<file path="src/rtl/tnn_batch_scheduler.sv">
// Batch sequencer for a sequential TNN classifier: fetches each sample, clears the
// engine, waits out its compute latency, and streams predictions with a running score.
module tnn_batch_scheduler #(
  parameter int FEAT_CNT       = 11,
  parameter int FEAT_BITS      = 4,
  parameter int CLASS_CNT      = 6,
  parameter int TEST_CNT       = 1000,
  parameter int COMPUTE_CYCLES = 42,
  localparam int FW  = FEAT_CNT * FEAT_BITS,
  localparam int PW  = $clog2(CLASS_CNT),
  localparam int IW  = $clog2(TEST_CNT),
  localparam int CW  = $clog2(TEST_CNT + 1)
) (
  input  logic          clk,
  input  logic          rst,
  input  logic          start,
  output logic          sample_rd,
  output logic [IW-1:0] sample_addr,
  input  logic [FW-1:0] sample_data,
  input  logic [PW-1:0] sample_label,
  output logic          tnn_clear,
  output logic [FW-1:0] tnn_features,
  input  logic [PW-1:0] tnn_prediction,
  output logic          res_valid,
  input  logic          res_ready,
  output logic [IW-1:0] res_index,
  output logic [PW-1:0] res_pred,
  output logic          res_correct,
  output logic          busy,
  output logic          done,
  output logic [CW-1:0] correct_cnt,
  output logic [2:0]    state_dbg
);

  localparam int YW = $clog2(COMPUTE_CYCLES + 1);

  typedef enum logic [2:0] {
    S_IDLE    = 3'd0,
    S_FETCH   = 3'd1,
    S_LOAD    = 3'd2,
    S_COMPUTE = 3'd3,
    S_EMIT    = 3'd4,
    S_DONE    = 3'd5
  } state_t;

  state_t          state, state_nxt;
  logic [IW-1:0]   idx;
  logic [PW-1:0]   label_q;
  logic [YW-1:0]   cyc;
  logic            last_idx;
  logic            res_fire;

  // Result stream: a transfer happens on a rising edge where res_valid && res_ready.
  // res_valid only falls after a transfer and the payload is frozen while it is high.
  assign res_fire  = res_valid && res_ready;
  assign last_idx  = (idx == IW'(TEST_CNT - 1));

  assign sample_rd   = (state == S_FETCH);
  assign sample_addr = idx;
  assign tnn_clear   = (state == S_LOAD);
  assign res_valid   = (state == S_EMIT);
  assign done        = (state == S_DONE);
  assign busy        = (state != S_IDLE) && (state != S_DONE);
  assign state_dbg   = state;

  always_ff @(posedge clk or negedge rst) begin
    if (!rst) state <= S_IDLE;
    else      state <= state_nxt;
  end

  always_comb begin
    state_nxt = state;
    case (state)
      S_IDLE:    if (start) state_nxt = S_FETCH;
      S_FETCH:   state_nxt = S_LOAD;
      S_LOAD:    state_nxt = S_COMPUTE;
      S_COMPUTE: if (cyc == '0) state_nxt = S_EMIT;
      S_EMIT:    if (res_fire) state_nxt = last_idx ? S_DONE : S_FETCH;
      S_DONE:    if (start) state_nxt = S_FETCH;
      default:   state_nxt = S_IDLE;
    endcase
  end

  always_ff @(posedge clk or negedge rst) begin
    if (!rst) begin
      idx          <= '0;
      label_q      <= '0;
      cyc          <= '0;
      tnn_features <= '0;
      res_index    <= '0;
      res_pred     <= '0;
      res_correct  <= 1'b0;
      correct_cnt  <= '0;
    end else begin
      case (state)
        S_IDLE, S_DONE: begin
          if (start) begin
            idx         <= '0;
            correct_cnt <= '0;
          end
        end
        S_LOAD: begin
          // Memory data arrives this cycle; the engine clear lands on the same edge.
          tnn_features <= sample_data;
          label_q      <= sample_label;
          cyc          <= YW'(COMPUTE_CYCLES - 1);
        end
        S_COMPUTE: begin
          if (cyc == '0) begin
            res_pred    <= tnn_prediction;
            res_correct <= (tnn_prediction == label_q);
            res_index   <= idx;
          end else begin
            cyc <= cyc - 1'b1;
          end
        end
        S_EMIT: begin
          if (res_fire) begin
            correct_cnt <= correct_cnt + CW'(res_correct);
            if (!last_idx) idx <= idx + 1'b1;
          end
        end
        default: ;
      endcase
    end
  end

endmodule

</file>
<file path="config.mk">
export PLATFORM = sky130hd
export DESIGN_NAME = tnn_batch_scheduler
export DESIGN_NICKNAME = d
export VERILOG_FILES = /design/src/rtl/tnn_batch_scheduler.sv
export SDC_FILE = /design/constraint.sdc
export NUM_CORES = 1
export LEC_CHECK = 0
export ABC_CLOCK_PERIOD_IN_PS = 4100
export CAP_MARGIN = 20
export CORE_MARGIN = 3
export CORE_UTILIZATION = 30
export CTS_CLUSTER_DIAMETER = 60
export DETAILED_ROUTE_END_ITERATION = 6
export SYNTH_ARGS = -nofsm -noshare
export SYNTH_HDL_FRONTEND = slang
export SYNTH_SLANG_ARGS = --single-unit
</file>
<file path="constraint.sdc">
create_clock -name clk -period 4.1 [get_ports clk]
set_input_delay 0.41 -clock clk [delete_from_list [all_inputs] [get_ports clk]]
set_output_delay 0.41 -clock clk [all_outputs]
set_load 0.02 [all_outputs]
</file>
==> results of run 1 <==
metrics by stage:
stage / total power [mW] / cells / setup slack, ns / util
detailed placement: 3.28 / 620 / 1.43 / 0.433
global route: 4.32 / 636 / 1.00 / 0.456
floorplan: 2.45 / 322 / 2.26 / -
global placement: 3.23 / 620 / 1.52 / 0.433
finish: 4.07 / 636 / 1.17 / 0.456
CTS: 4.14 / 636 / 1.13 / 0.456
final timing paths:
kind	start	endpoint	slack (ns)	cells after the start
worst max-delay path	state_dbg[2]	tnn_clear	1.17	3
worst min-delay path	rst	res_index[0]	0.17	1
worst max register to register	state_dbg[0]	sample_addr[1]	1.62	4
worst min register to register	res_index[4]	res_index[4]	0.50	1
max in group asynchronous	rst	sample_addr[7]	3.12	2
min in group clk	res_index[4]	res_index[4]	0.50	1
report_power, final:
group	total, mW	switching [mW]	internal (mW)
sequential	1.43	0.215	1.22
combinational	1.80	0.849	0.953
clock	0.832	0.326	0.505
critical path, delay by kind of cell, from the launching register on:
family	cells	cell delay [ns]
buffers and inverters	1	0.74
flip-flops	1	0.54
AND/OR/NAND/NOR	2	0.89
layout make-up:
type                       count  area [um2]  share of cell area
multi-input combinational    210        1670               0.284
timing repair buffer         142        1410               0.241
clock inverter                 2        35.0             0.00597
tap                          172         215              0.0367
clock buffer                  14         264              0.0450
inverter                       6        22.5             0.00384
sequential                    90        2250               0.384
placed cells by master (no fill, tap or decap), drive strengths merged, types with 4 or more instances in the layout:
cell / count
clkdlybuf4s50: 138
dfrtp: 90
mux2: 62
o21ai: 18
nor2: 17
nand2: 15
clkbuf: 14
and3: 10
o31ai: 9
nor3: 8
inv: 6
a211o: 5
xor2: 5
ha: 5
nand3: 5
a31oi: 4
buf: 4
or3: 4
layer usage:
metal / share of wire / wire [um]
met1: 0.41 / 4260
met2: 0.46 / 4690
met4: 0.017 / 172
met3: 0.11 / 1170
met5: 0 / 0
flip-flops by register name (all words and copies together) (netlist names):
register / cells
state_dbg: 3
res_correct: 1
sample_addr: 10
label_q: 3
res_pred: 3
tnn_features: 44
cyc: 6
res_index: 10
correct_cnt: 10
cells by family (layout without fill, tap and decap cells):
| family | count (synthesis) | count (layout) | share of synthesized area |
|---|---|---|---|
| buffers and inverters | 22 | 164 | 0.0259 |
| adder cells (fa/ha/maj) | 5 | 5 | 0.0156 |
| AO/OA/AOI/OAI | 54 | 54 | 0.0919 |
| XOR/XNOR | 5 | 5 | 0.0109 |
| AND/OR/NAND/NOR | 81 | 81 | 0.114 |
| flip-flops | 90 | 90 | 0.561 |
| multiplexers | 65 | 65 | 0.181 |
==> summary by stage, run 1 <==
Timing
The worst hold margin is 0.169 ns. Setup repair after global routing left no endpoint under its margin. For the finished layout, the period the worst path requires is 2.93 ns.

The relative max-transition margin is 0.356. The summed negative setup slack over all endpoints is 0 ns. The number of max-slew violations in the final report is 0. The final setup violation count is 0. The highest clock rate is 342 MHz. For the pin with the worst max-slew slack, the measured transition is 0.965 ns. The hold violation count in the final report is 0. The ratio of final minimum period to clock period is 0.714. The clock arrives with 0.00678 ns of skew.

Global route
The total overflow left after global routing is 0. The global routing met3 resource utilization is 0.0785. The first-pass GRT wire length is 16700 um. The total track usage is 0.145.

The number of antenna violations at the first check in global routing came to 0. The maximum number of pins on one net before global-route repair is 69. For this run, global-route usage on met1 was measured as 0.172.

The number of global-route vias before repair was 3251. The most used routing layer in global routing is met2. For met2 alone, demand over resource in global routing was 0.226.

Worst hold path
In this run the worst hold path is classified as input pin to async pin.

Floorplan
The number of core rows is 41. The die covers 14800 um2. The starting density of the core is 0.312.

The placeable core area is 12900 um2. The count of boundary I/O pins is 140. Measured along the y axis, the die boundary spans 122 um. The floorplan die width is 122 um.

Setup path
The slowest library cell on the worst path is sky130_fd_sc_hd__clkdlybuf4s50_1. The worst setup path is launched from a flop. On the worst path, the slowest cell contributes a delay of 0.74 ns. The maximum net fanout on the critical path is 24.

Walking the worst path, the cells encountered are nand2b_1, nor2_4, clkdlybuf4s50_1. At the worst endpoint, the required time is 3.69 ns. The worst setup path is captured at an output port.

The classification of the worst setup path is flop to output port. The signal arrival time at the worst endpoint is 2.52 ns.

Logic synthesis
The most common cell in the synthesized netlist is sky130_fd_sc_hd__dfrtp_1. Each instance of the synthesized netlist takes up on average 12.5 um2. For this run, the leading register cell type out of synthesis is sky130_fd_sc_hd__dfrtp_1.

The synthesis-stage register bit count is 90. In this run the cell area of the synthesized design comes to 4020 um2. Yosys mapped a number of flops with a built-in enable equal to 0.

The biggest area contributor in the post-synthesis netlist is sky130_fd_sc_hd__dfrtp_1. The net count after synthesis is 381. For this run, asynchronously set or reset flops after synthesis account for 1.00. The number of different library cells used by synthesis comes to 52.

Ranked by instance count, the synthesized netlist is headed by sky130_fd_sc_hd__dfrtp_1, sky130_fd_sc_hd__mux2_2, sky130_fd_sc_hd__nor2_1, sky130_fd_sc_hd__o21ai_0, sky130_fd_sc_hd__nand2_1. By area the synthesized netlist is led by sky130_fd_sc_hd__dfrtp_1, sky130_fd_sc_hd__mux2_2, sky130_fd_sc_hd__o21ai_0. The number of instances in the synthesized netlist is 322. The share of synthesized area in the top cell type comes to 0.561. The sequential share of the synthesized area is 0.561. During synthesis, Yosys emitted a total of 0 warnings.

Power
The static leakage is 2.50 nW. VDD sags by at most 451 uV. Power spread over the standard cell area amounts to 693 nW/um2.

Drt
The number of routed nets with antenna violations is 0. The ratio of routed vias to standard cells is 4.91. In this run, the number of DRC markers left after iteration 0 of detailed routing was 190. The mean routed wirelength per cell is 16.2 um.

The routed design has 10300 um of wire. The DRC violations left is 0. The number of iterations in the first detailed-routing pass is 5.

The routed layout has 3120 vias.

CTS
The later pin in the worst-skew pair is clocked with a latency of 0.34 ns. In this run the deepest clock path goes through 2 buffers. Clock-pin slew was measured on the worst setup and hold paths at 0.06 ns. For this design, the CTS-stage hold fixing added 0 buffers. The total of cells resized after clock tree synthesis is 0. The clock tree from TritonCTS is yes. The buffer cell driving the clock tree root is sky130_fd_sc_hd__clkbuf_16. Counting every sink on the clock net gives 90.

The CTS buffer count is 9. The H-tree generated during clock tree synthesis spans 3 levels. After clock tree synthesis, the setup repair step added 0 buffers.

Final layout
The number of antenna diodes in the final layout is 0. At the end of the flow, the number of nets in the layout was 518. The number of filler cells placed in the layout is 1199. The share of layout cells above drive strength 1 is 0.192.

The finished cells cover 5870 um2. The area overhead of the layout relative to synthesis is 46.1%.

Job
The tool flagged a number of max-cap violations equal to 0.

Status
The run finished with clean final reports.

Placement
The estimated wirelength of the detail-placed design is 7530 um. Routability-driven placement finished with a final weighted congestion of 0.842. The count of input and output buffers is 139.

The placed instances occupy a cell area of 5570 um2.
Note: power is estimated with default switching activity, not from simulation.
==> run 2, diff against run 1 <==
--- a/config.mk
+++ b/config.mk
@@ -5,7 +5,7 @@
 export SDC_FILE = /design/constraint.sdc
 export NUM_CORES = 1
 export LEC_CHECK = 0
-export ABC_CLOCK_PERIOD_IN_PS = 4100
+export ABC_CLOCK_PERIOD_IN_PS = 2450
 export CAP_MARGIN = 20
 export CORE_MARGIN = 3
 export CORE_UTILIZATION = 30
==> constraint.sdc (replaced) <==
create_clock -name clk -period 2.45 [get_ports clk]
set_input_delay 0.245 -clock clk [delete_from_list [all_inputs] [get_ports clk]]
set_output_delay 0.245 -clock clk [all_outputs]
set_load 0.02 [all_outputs]
==> run 2 against run 1 <==
- sequential share of layout area decreased by 0.44 points
- via count increased by 0.67%
- clock skew decreased by 0.00082 ns
- utilization increased by 0.52 points
- first-iteration DRC count increased by 18%
- critical endpoint is now busy
- largest power group unchanged
==> summary by stage, run 2 (synthesized netlist as in run 1, its figures left out) <==
Status
The flow ran to the end, and the final reports show no timing, DRC or antenna violations.

Timing
The final setup violation count is 0 (unchanged). The worst-case clock skew was 0.00597 ns (-0.000816 ns). Setup repair after global routing left no endpoint under its margin. The worst hold margin is 0.426 ns (+0.257 ns). The slew at the pin closest to its max-slew limit is 0.524 ns (-0.441 ns).

The number of max-slew violations in the final report was 0 (unchanged). The summed negative setup slack over all endpoints is 0 ns (unchanged). The worst path in the final design needs a cycle of 2.35 ns, including I/O delays and setup. Dividing the final minimum period by the clock period gives 0.960. The relative max-transition margin is 0.650 (+0.294). The setup slack after layout was 0.0982 ns (-1.07 ns). For this run, the top clock speed supported by timing is 425 MHz. The hold violation count in the final report is 0 (unchanged).

Power
The static leakage came to 2.54 nW (+1.4%). The overall power is 6.79 mW (+67%). The power density over the cells was 1140 nW/um2 (+65%).

The peak supply drop came to 635 uV (+41%).

Setup path
The critical path's largest stage delay was 0.55 ns (-0.19 ns). In this design, the largest share of critical-path delay is due to buffers and inverters. The maximum net fanout on the critical path is 10 (-58%). The number of cells on the worst reg-to-reg path is 5 (+1). The cell depth of the worst setup path is 4 (+1). The signal arrival time at the worst endpoint is 2.11 ns (-0.41 ns). The worst setup path is captured at an output port.

STA classifies the critical path startpoint as a flop. The data required time of the worst path is 2.20 ns (-1.49 ns). The classification of the worst setup path is flop to output port.

The slowest stage of the critical path is the sky130_fd_sc_hd__clkdlybuf4s50_1 cell. The critical path goes through buf_4, nand2b_1, or3b_2, clkdlybuf4s50_1. The count of buffering cells on the critical path with inverters included is 2 (+1).

Drt
The number of iterations in the first detailed-routing pass is 4 (-1). The highest metal layer with signal wires is met4. The wire length on met3 came to 1060 um (-9.6%). The DRC violations left is 0 (unchanged). The total vias in the final route was 3141 (+0.67%). The detailed-route wire length on metal 1 is 4290 um (+0.73%). The number of violations reported at the end of detailed-routing iteration 0 came to 224 (+18%).

The ratio of routed vias to standard cells is 4.88 (-0.58%). The mean routed wirelength per cell came to 15.8 um (-2.1%). The wire length on met2 is 4680 um (-0.21%). The number of routed nets with antenna violations came to 0 (unchanged). The wire length after detailed routing was 10200 um (-0.90%).

Floorplan
The number of core rows was 41 (unchanged). The floorplan die width is 122 um (unchanged). The starting density of the core is 0.312 (unchanged).

The die footprint was 14800 um2 (unchanged). The placeable core area was 12900 um2 (unchanged). The die outline height is 122 um (unchanged). The count of boundary I/O pins is 140 (unchanged).

CTS
The deepest level of the CTS H-tree is 3 (unchanged). The CTS buffer count is 9 (unchanged). TritonCTS built the clock tree. The clock sink count is 90 (unchanged). The root buffer cell chosen for the clock tree is sky130_fd_sc_hd__clkbuf_16. The clock latency of the later-clocked register in the worst-skew pair is 0.34 ns (about the same). The post-CTS setup-driven buffer insertion count was 0 (unchanged). The CTS clock-pin slew for the worst setup and hold paths was 0.07 ns (about the same). The worst-case clock buffer depth is 2 (unchanged).

Final layout
The antenna diode count was 0 (unchanged). Compared with the post-synthesis result, the final layout area differs by 47.8%. In the layout the commonest cells are sky130_fd_sc_hd__clkdlybuf4s50_1, sky130_fd_sc_hd__dfrtp_1, sky130_fd_sc_hd__mux2_2.

Leaving out fill and tap cells, the most frequent cell in the layout is sky130_fd_sc_hd__clkdlybuf4s50_1. The share of layout cells above drive strength 1 was 0.212 (+0.0201). tnn_features holds more flip-flops than any other register. The number of nets in the layout is 526 (+1.5%). The post-route cell area is 5940 um2 (+1.2%). The number of flip-flops in the largest register was 44 (unchanged).

Global route
The number of global-route vias before repair is 3186 (-2.0%). The number of antenna violations at the first check in global routing is 0 (unchanged). The first-pass GRT wire length is 16600 um (-1.0%). The maximum number of pins on one net before global-route repair came to 41 (-41%). The total congestion overflow was 0 (unchanged). The total track usage is 0.144 (-0.00172).

Job
The number of maximum-capacitance constraint violations came to 0 (unchanged).

Worst hold path
The tightest min-delay check is of the input pin to async pin type.

Placement
The estimated wirelength of the detail-placed design came to 7570 um (+0.50%). The post-detailed-placement cell area is 5630 um2 (+1.2%). The count of input and output buffers is 139 (unchanged).

The weighted congestion at the end of routability-driven global placement is 0.863 (+2.5%). The worst-case setup slack after placement is 0.408 ns (-1.02 ns).
[run 2: worst paths after layout]
kind	startpoint	endpoint	slack [ns]
max	state_dbg[2]	busy	0.1
max in group asynchronous	rst	tnn_features[25]	1.41
min in group clk	res_index[4]	res_index[4]	0.50
min	rst	res_index[9]	0.43
max reg2reg	state_dbg[2]	sample_addr[8]	0.53
min reg2reg	res_index[4]	res_index[4]	0.50
[run 2: routing by layer]
metal	track usage	vias to the layer above
li1	-	1469
met1	0.182	1524
met2	0.217	136
met3	0.0604	12
met4	0.0574	0
met5	0	-
[run 2: what timing repair did]
action	CTS	global route
endpoints found under the setup margin	0	2
hold buffers	1	0
hold endpoints to repair	38	0
gates resized for setup	0	2
[run 2: report_power, final]
group / switching [mW] / internal (mW) / leakage [nW]
Combinational: 1.43 / 1.63 / 1.27
Clock: 0.608 / 0.728 / 0.141
Sequential: 0.352 / 2.04 / 1.13
Total: 2.39 / 4.39 / 2.54
[run 2: stage by stage]
stage / instances / utilization
after floorplan: 322 / -
after global placement: 627 / 0.438
after detailed placement: 627 / 0.438
after CTS: 644 / 0.461
after global routing: 644 / 0.461
final: 644 / 0.461
[run 2: layout make-up]
| type | instances | area [um2] |
|---|---|---|
| Timing Repair Buffer | 150 | 1490 |
| Tap cell | 172 | 215 |
| Clock buffer | 10 | 239 |
| Fill cell | 1169 | 6940 |
| Sequential cell | 90 | 2250 |
| Multi-Input combinational cell | 210 | 1670 |
| Inverter | 6 | 22.5 |
| Clock inverter | 6 | 50.0 |
==> run 3, diff against run 2 <==
--- a/config.mk
+++ b/config.mk
@@ -11,6 +11,7 @@
 export CORE_UTILIZATION = 30
 export CTS_CLUSTER_DIAMETER = 60
 export DETAILED_ROUTE_END_ITERATION = 6
+export SETUP_SLACK_MARGIN = 0.02
 export SYNTH_ARGS = -nofsm -noshare
 export SYNTH_HDL_FRONTEND = slang
 export SYNTH_SLANG_ARGS = --single-unit
==> results of run 3 <==
The final DEF is identical to that of run 2; final timing and power are the same.
